==> src/rtl/sram_arb_responder.sv <==
// sram_arb_responder
//   Accepts one arbiter request at a time and turns it into a single-cycle
//   SRAM access. Each accept is followed by a one-cycle gap, so accepts are
//   at least three cycles apart. Read IDs travel down a shift pipeline that
//   matches the SRAM read latency, and each read's data is returned with
//   its ID.
//
// Ports
//   clkSYS, n_reset            clock; synchronous active-low reset
//   mem_req/addr/data/id/wr    request from the arbiter
//   mem_ack                    one-cycle accept pulse
//   rsp_valid/rsp_id/rsp_mem   registered read response (id and data hold)
//   sram_wait                  SRAM busy; blocks new accepts
//   sram_ce/we/addr/wdata      SRAM access strobe, write enable, address, data
//   sram_rdata                 SRAM read data, valid RL cycles after sram_ce
module sram_arb_responder #(
  parameter int unsigned AN = 19,
  parameter int unsigned DN = 16,
  parameter int unsigned N  = 2,
  parameter int unsigned RL = 2
) (
  input  logic          clkSYS,
  input  logic          n_reset,
  input  logic          mem_req,
  input  logic [AN-1:0] mem_addr,
  input  logic [DN-1:0] mem_data,
  input  logic [N-1:0]  mem_id,
  input  logic          mem_wr,
  output logic          mem_ack,
  output logic          rsp_valid,
  output logic [N-1:0]  rsp_id,
  output logic [DN-1:0] rsp_mem,
  input  logic          sram_wait,
  output logic          sram_ce,
  output logic          sram_we,
  output logic [AN-1:0] sram_addr,
  output logic [DN-1:0] sram_wdata,
  input  logic [DN-1:0] sram_rdata
);

  typedef enum logic [1:0] {
    IDLE = 2'd0,
    ACK  = 2'd1,
    GAP  = 2'd2
  } state_t;

  state_t        state_q, state_d;
  logic          wr_q, wr_d;
  logic [N-1:0]  id_q, id_d;
  logic [AN-1:0] addr_q, addr_d;
  logic [DN-1:0] wdata_q, wdata_d;
  logic [RL-1:0] pipe_v_q, pipe_v_d;
  logic [N-1:0]  pipe_id_q [RL];
  logic [N-1:0]  pipe_id_d [RL];
  logic          rsp_valid_q, rsp_valid_d;
  logic [N-1:0]  rsp_id_q, rsp_id_d;
  logic [DN-1:0] rsp_mem_q, rsp_mem_d;

  always_comb begin
    state_d     = state_q;
    wr_d        = wr_q;
    id_d        = id_q;
    addr_d      = addr_q;
    wdata_d     = wdata_q;
    pipe_v_d    = pipe_v_q;
    pipe_id_d   = pipe_id_q;
    rsp_valid_d = 1'b0;
    rsp_id_d    = rsp_id_q;
    rsp_mem_d   = rsp_mem_q;

    unique case (state_q)
      IDLE: begin
        if (mem_req && !sram_wait) begin
          state_d = ACK;
          wr_d    = mem_wr;
          id_d    = mem_id;
          addr_d  = mem_addr;
          wdata_d = mem_data;
        end
      end
      ACK:     state_d = GAP;
      GAP:     state_d = IDLE;
      default: state_d = IDLE;
    endcase

    // Stage 0 is loaded at the end of the ACK cycle; the last stage lines up
    // with the cycle in which sram_rdata is valid.
    pipe_v_d[0]  = (state_q == ACK) && !wr_q;
    pipe_id_d[0] = id_q;
    for (int unsigned i = 1; i < RL; i++) begin
      pipe_v_d[i]  = pipe_v_q[i-1];
      pipe_id_d[i] = pipe_id_q[i-1];
    end

    if (pipe_v_q[RL-1]) begin
      rsp_valid_d = 1'b1;
      rsp_id_d    = pipe_id_q[RL-1];
      rsp_mem_d   = sram_rdata;
    end
  end

  always_ff @(posedge clkSYS) begin
    if (!n_reset) begin
      state_q     <= IDLE;
      wr_q        <= 1'b0;
      id_q        <= '0;
      addr_q      <= '0;
      wdata_q     <= '0;
      pipe_v_q    <= '0;
      for (int unsigned i = 0; i < RL; i++) begin
        pipe_id_q[i] <= '0;
      end
      rsp_valid_q <= 1'b0;
      rsp_id_q    <= '0;
      rsp_mem_q   <= '0;
    end else begin
      state_q     <= state_d;
      wr_q        <= wr_d;
      id_q        <= id_d;
      addr_q      <= addr_d;
      wdata_q     <= wdata_d;
      pipe_v_q    <= pipe_v_d;
      pipe_id_q   <= pipe_id_d;
      rsp_valid_q <= rsp_valid_d;
      rsp_id_q    <= rsp_id_d;
      rsp_mem_q   <= rsp_mem_d;
    end
  end

  assign mem_ack    = (state_q == ACK);
  assign sram_ce    = (state_q == ACK);
  assign sram_we    = (state_q == ACK) && wr_q;
  assign sram_addr  = addr_q;
  assign sram_wdata = wdata_q;
  assign rsp_valid  = rsp_valid_q;
  assign rsp_id     = rsp_id_q;
  assign rsp_mem    = rsp_mem_q;

endmodule
==> config.mk <==
export PLATFORM = sky130hd
export DESIGN_NAME = sram_arb_responder
export DESIGN_NICKNAME = d
export VERILOG_FILES = /design/src/rtl/sram_arb_responder.sv
export SDC_FILE = /design/constraint.sdc
export NUM_CORES = 1
export LEC_CHECK = 0
export ABC_CLOCK_PERIOD_IN_PS = 1600
export CORE_UTILIZATION = 41
export CTS_CLUSTER_DIAMETER = 80
export CTS_CLUSTER_SIZE = 16
export DETAILED_ROUTE_END_ITERATION = 16
export PLACE_DENSITY = 0.91
export SLEW_MARGIN = 15
export SYNTH_ARGS = -nofsm -noshare
export SYNTH_HDL_FRONTEND = slang
export SYNTH_SLANG_ARGS = --single-unit
export TNS_END_PERCENT = 100
==> constraint.sdc <==
create_clock -name clkSYS -period 1.6 [get_ports clkSYS]
set_input_delay 0.24 -clock clkSYS [delete_from_list [all_inputs] [get_ports clkSYS]]
set_output_delay 0.24 -clock clkSYS [all_outputs]
set_load 0.02 [all_outputs]
==> run metrics, run 1 <==
CP bufs+invs=1; Setup crit start=sram_addr[14]$_SDFFE_PN0P_; routability cong.=around 0.68; reg-to-reg critical path startpoint=state_q[0]$_SDFFE_PN0P_; largest net degree at the start of global routing=about 100; RSZ-0062 raised after global routing=no; fin crit period=about 1.5 ns; layout cells sized above 1=6.35%; Max stage delay on crit path=0.62 ns; run status=complete, no violations; Reg2Reg Depth=4; TritonRoute pass-1 iters=4; worst skew pair latency=between 0.3 and 0.4 ns; initial DRC count=45; register area share after synthesis=53.0%; Pwr Total=between 3000 and 4000 uW; synthesized area=about 0.0025 mm2; Slew @ Worst Pin=approximately 0.36 ns; Worst Path Required=around 1.4 ns; Worst setup EP type=primary output; Stages on worst setup path=1; Post-DRT Antenna Nets=0; Avg WL per Cell=between 10 and 15 um; dominant cells by area after synthesis=dfxtp_1, mux2i_1, nand2_1, nor2b_1, and2_1; Routed Wire Length=around 5200 um; startpoint types=register; Util after Layout=roughly two thirds; critical-path cell with the highest stage delay=clkdlybuf4s50_1; Yosys cell types=12; Avg Cell Area, Syn=10.0 um2; GRT Resource Usage Total=between 10% and 20%; syn nets=between 300 and 400; Inserted Diodes=0; Fill cells=about 440; crit path kind=register to primary output; crit path cell chain=clkdlybuf4s50_1; Worst slew margin=between 70% and 80%; CTS tree=done; Pleak=0.00146 uW; H-tree levels=3; Hold Crit Class=register to register; setup violators final=0; Overflow after GRT=0; Placed Instance Area=around 0.0036 mm2; first-pass GRT wire length=between 8000 and 9000 um; worst flop-to-flop path endpoint=sram_addr[14]$_SDFFE_PN0P_; IO buf count=about 110; Top Ports=around 120; # DRC=0; Die Area=between 0.006 and 0.007 mm2; critical path peak fanout=2; core area=between 0.005 and 0.006 mm2; Synth Instances=around 250; antenna violations before repair=0; final critical-path share of the clock period=a little over nine tenths; area grow syn2layout=57.6%; Synth Register Bits=65; Starting Density=a little over two fifths; Hold Vio Cnt, Final=0; design area=approximately 0.0039 mm2; Yosys warning count=0; max-slew violations=0; arrival time worst endpoint=1.30 ns; Worst R2R Setup Slack=around 0.23 ns; P per Cell Area=roughly 970 mW/mm2; share of the synthesized area in the top cell type=53.0%; CTS Buf Count=9; dpl hpwl=roughly 3700 um; Worst path top cell family by delay=buffers and inverters; clock slew at reported path FFs=0.07 ns; crit path to=sram_addr[14]; number of global-route vias before repair=between 2000 and 2500; most frequent cells in the layout=clkdlybuf4s50_1, nand2_1, dfxtp_1; commonest non-fill, non-tap cell in the layout=clkdlybuf4s50_1; final net count=between 400 and 500; via count=1972; max_cap viols=0; root buf cell=clkbuf_8; Max Clock Freq=roughly 650 MHz; die height=just under 80 um; Bufs on Longest Clock Path=2; Vias/cell=between 4 and 5; Setup Skew=around 0.0044 ns; Setup Buffers After CTS=0; # hold bufs at CTS=0; Yosys top cell by area=dfxtp_1; clock sinks=between 60 and 70; # rows=27; Die X=a little under 80 um; maximum ir drop on the vdd rail=around 0.56 mV
==> flip-flops by register name, indices dropped and copies added, names as in the netlist <==
| name | cells |
|---|---|
| id_q | 2 |
| pipe_id_d | 2 |
| pipe_id_q | 2 |
| pipe_v_q | 2 |
| rsp_id | 2 |
| rsp_mem | 16 |
| rsp_valid | 1 |
| sram_addr | 19 |
| sram_wdata | 16 |
| state_q | 2 |
| wr_q | 1 |
==> worst reg2reg max path: stages (launching register included) <==
cell	delay [ns]
dfxtp_1	0.31
buf_4	0.13
nor4b_4	0.30
buf_12	0.29
mux2i_1	0.27
==> kinds of logic (layout without fill, tap and decap cells) <==
family | count (synthesis) | after routing | share of synthesized area [%]
simple gates | 104 | 104 | 19.6
flops | 65 | 65 | 53.0
mux | 56 | 56 | 22.8
buf+inv | 20 | 137 | 4.54
==> cells in the mapped netlist <==
library cell,instances
and3b_1,1
dfxtp_1,65
nand2_1,76
mux2i_1,56
nor2b_1,19
buf_4,4
and2_1,7
buf_6,2
buf_2,5
clkbuf_1,7
inv_1,2
nor4b_4,1
==> stage by stage <==
| stage | worst slack, ns | cells | hold slack [ns] | TNS [ns] |
|---|---|---|---|---|
| after floorplan | 0.255 | 245 | 0.382 | 0 |
| after global placement | 0.0358 | 418 | 0.414 | 0 |
| after detailed placement | -0.0219 | 418 | 0.425 | -0.0653 |
| after CTS | 0.0569 | 434 | 0.441 | 0 |
| after global routing | 0.00381 | 434 | 0.455 | 0 |
| final | 0.0564 | 434 | 0.435 | 0 |
==> worst min path at each step <==
stage / from / to / slack (ns) / cells past startpoint
floorplan: mem_wr / wr_q$_SDFFE_PN0P_ / 0.38 / 2
global placement: pipe_id_d[0]$_SDFF_PN0_ / pipe_id_q[0]$_SDFF_PN0_ / 0.41 / 1
detailed placement: id_q[1]$_SDFFE_PN0P_ / pipe_id_d[1]$_SDFF_PN0_ / 0.42 / 2
CTS: id_q[1]$_SDFFE_PN0P_ / pipe_id_d[1]$_SDFF_PN0_ / 0.44 / 2
global route: pipe_id_d[1]$_SDFF_PN0_ / pipe_id_q[1]$_SDFF_PN0_ / 0.45 / 1
finish: pipe_id_d[1]$_SDFF_PN0_ / pipe_id_q[1]$_SDFF_PN0_ / 0.44 / 1
==> cell type report <==
type,instances,area (um2),area share (%)
Sequential cell,65,1300,33.6
Timing Repair Buffer,119,1200,31.0
Multi-Input combinational cell,160,1040,26.9
Clock buffer,11,151,3.91
Tap cell,72,90.1,2.33
Clock inverter,5,77.6,2.01
Inverter,2,7.51,0.194
==> per-layer routing <==
metal	up-vias	GRT usage (%)	share of wire [%]
met5	-	0	0
met4	0	8.18	1.9
met3	11	5.86	6.9
met2	73	32.2	49
met1	882	17.7	42
li1	1006	-	-
==> where the power goes <==
group	switching, uW	internal [uW]
Sequential	30.8	1680
Clock	591	957
Combinational	203	285
==> repair_timing <==
item / CTS / global route
gates cloned: 0 / 0
resized for setup: 3 / 3
setup endpoints to repair: 3 / 3
No activity file was read; power rests on OpenSTA's default activity.
==> run 2: changes to the inputs <==
--- a/config.mk
+++ b/config.mk
@@ -8,7 +8,7 @@
 export ABC_CLOCK_PERIOD_IN_PS = 1600
 export CORE_UTILIZATION = 41
 export CTS_CLUSTER_DIAMETER = 80
-export CTS_CLUSTER_SIZE = 16
+export CTS_CLUSTER_SIZE = 30
 export DETAILED_ROUTE_END_ITERATION = 16
 export PLACE_DENSITY = 0.91
 export SLEW_MARGIN = 15
==> results of run 2 <==
Final layout, timing and power as in run 1 (identical DEF).
==> run 3: changes to the inputs <==
--- a/config.mk
+++ b/config.mk
@@ -10,6 +10,7 @@
 export CTS_CLUSTER_DIAMETER = 80
 export CTS_CLUSTER_SIZE = 30
 export DETAILED_ROUTE_END_ITERATION = 16
+export GPL_TIMING_DRIVEN = 0
 export PLACE_DENSITY = 0.91
 export SLEW_MARGIN = 15
 export SYNTH_ARGS = -nofsm -noshare
==> run metrics, run 3 (synthesis results as in run 1) <==
run status=complete, no violations (unchanged); critical-path cell with the highest stage delay=clkdlybuf4s50_1 (unchanged); worst skew pair latency=0.33 ns (was 0.32 ns); arrival time worst endpoint=1.29 ns (was 1.30 ns); Hold Crit Class=primary input to register (was register to register); Setup Buffers After CTS=0 (unchanged); clock sinks=65 (unchanged); IO buf count=113 (was 114); Hold Vio Cnt, Final=0 (unchanged); Slew @ Worst Pin=0.433 ns (was 0.361 ns); first-pass GRT wire length=9140 um (was 8500 um); number of global-route vias before repair=2027 (was 2001); DP Worst Slack=-0.131 ns (was -0.0219 ns); startpoint types=register (unchanged); Inserted Diodes=0 (unchanged); Routed Wire Length=5720 um (was 5220 um); routability cong.=0.716 (was 0.678); final critical-path share of the clock period=95.9% (was 96.5%); Die Area=0.00630 mm2 (unchanged); root buf cell=clkbuf_8 (unchanged); initial DRC count=48 (was 45); critical path peak fanout=2 (unchanged); CTS tree=done (unchanged); most frequent cells in the layout=clkdlybuf4s50_1, nand2_1, dfxtp_1 (unchanged); Die X=79.4 um (unchanged); worst setup margin=0.0655 ns (was 0.0564 ns); Overflow after GRT=0 (unchanged); Post-DRT Antenna Nets=0 (unchanged); Setup Skew=0.00809 ns (was 0.00442 ns); via count=2056 (was 1972); Starting Density=43.5% (unchanged); Placed Instance Area=0.00367 mm2 (was 0.00364 mm2); maximum ir drop on the vdd rail=0.543 mV (was 0.560 mV); core area=0.00564 mm2 (unchanged); commonest non-fill, non-tap cell in the layout=clkdlybuf4s50_1 (unchanged); P per Cell Area=922 mW/mm2 (was 968 mW/mm2); Pleak=0.00148 uW (was 0.00146 uW); H-tree levels=3 (unchanged); design area=0.00387 mm2 (unchanged); # DRC=0 (unchanged); setup violators final=0 (unchanged); Max stage delay on crit path=0.61 ns (was 0.62 ns); layout cells sized above 1=8.56% (was 6.35%); # hold bufs at CTS=0 (unchanged); die height=79.4 um (unchanged); CP bufs+invs=1 (unchanged); Max Clock Freq=652 MHz (was 648 MHz); Bufs on Longest Clock Path=2 (unchanged); CTS Buf Count=9 (unchanged); fin crit period=1.53 ns (was 1.54 ns); Largest register FFs=19 (unchanged); GRT Resource Usage Total=19.0% (was 17.5%); Worst path top cell family by delay=buffers and inverters (unchanged); TritonRoute pass-1 iters=4 (unchanged); crit path kind=register to primary output (unchanged); max-slew violations=0 (unchanged); dpl hpwl=4260 um (was 3700 um); Worst setup EP type=primary output (unchanged); Top Ports=115 (unchanged); area grow syn2layout=57.6% (unchanged); max_cap viols=0 (unchanged); final net count=427 (was 415); crit path cell chain=clkdlybuf4s50_1 (unchanged); # rows=27 (unchanged); RSZ-0062 raised after global routing=no (unchanged); largest net degree at the start of global routing=13 (was 102); antenna violations before repair=0 (unchanged); Worst Path Required=1.36 ns (about the same); Worst slew margin=71.1% (was 75.9%); clock slew at reported path FFs=0.07 ns (about the same); Vias/cell=4.61 (was 4.54); Avg WL per Cell=12.8 um (was 12.0 um)
run 3: layout make-up:
cell class,count,area (um2)
Multi-Input combinational cell,160,1050
Sequential cell,65,1300
Buffer,18,104
Clock inverter,7,71.3
Fill cell,461,1770
Timing Repair Buffer,113,1120
Clock buffer,9,124
Tap cell,72,90.1
Inverter,2,7.51
run 3: worst paths after layout:
path                              from                   endpoint  slack, ns  cells after the start
min                            n_reset    rsp_mem[2]$_SDFFE_PN0P_       0.29                      2
max reg2reg    state_q[1]$_SDFFE_PN0P_  sram_addr[2]$_SDFFE_PN0P_       0.17                      4
max          sram_addr[6]$_SDFFE_PN0P_               sram_addr[6]       0.07                      1
min reg2reg       id_q[1]$_SDFFE_PN0P_    pipe_id_d[1]$_SDFF_PN0_       0.43                      2
run 3: timing repair:
action | CTS | global route
cloned | 0 | 0
resized for setup | 8 | 3
pin swaps | 0 | 0
endpoints found under the setup margin | 3 | 3
run 3: power breakdown:
group	total, uW	internal (uW)	switching, uW
Combinational	503	289	214
Clock	1360	718	637
Sequential	1710	1680	29.7
Total	3570	2680	881
run 3: stage by stage:
| step | util (%) | cells | power [uW] | setup TNS [ns] | hold WS, ns |
|---|---|---|---|---|---|
| after floorplan | - | 245 | 1970 | 0 | 0.382 |
| after global placement | 65.1 | 430 | 2240 | -0.648 | 0.416 |
| after detailed placement | 65.1 | 430 | 2250 | -1.36 | 0.419 |
| after CTS | 68.7 | 446 | 3610 | 0 | 0.279 |
| after global routing | 68.6 | 446 | 3730 | 0 | 0.277 |
| final | 68.6 | 446 | 3570 | 0 | 0.286 |
run 3: routing by layer:
layer / share of wire [%] / global-route usage, % / routed length, um / up-vias
met2: 49 / 31.9 / 2790 / 79
met1: 42 / 20.9 / 2410 / 936
met3: 8.0 / 7.93 / 460 / 8
met5: 0 / 0 / 0 / -
met4: 1.1 / 8.18 / 63 / 0
li1: - / - / - / 1033
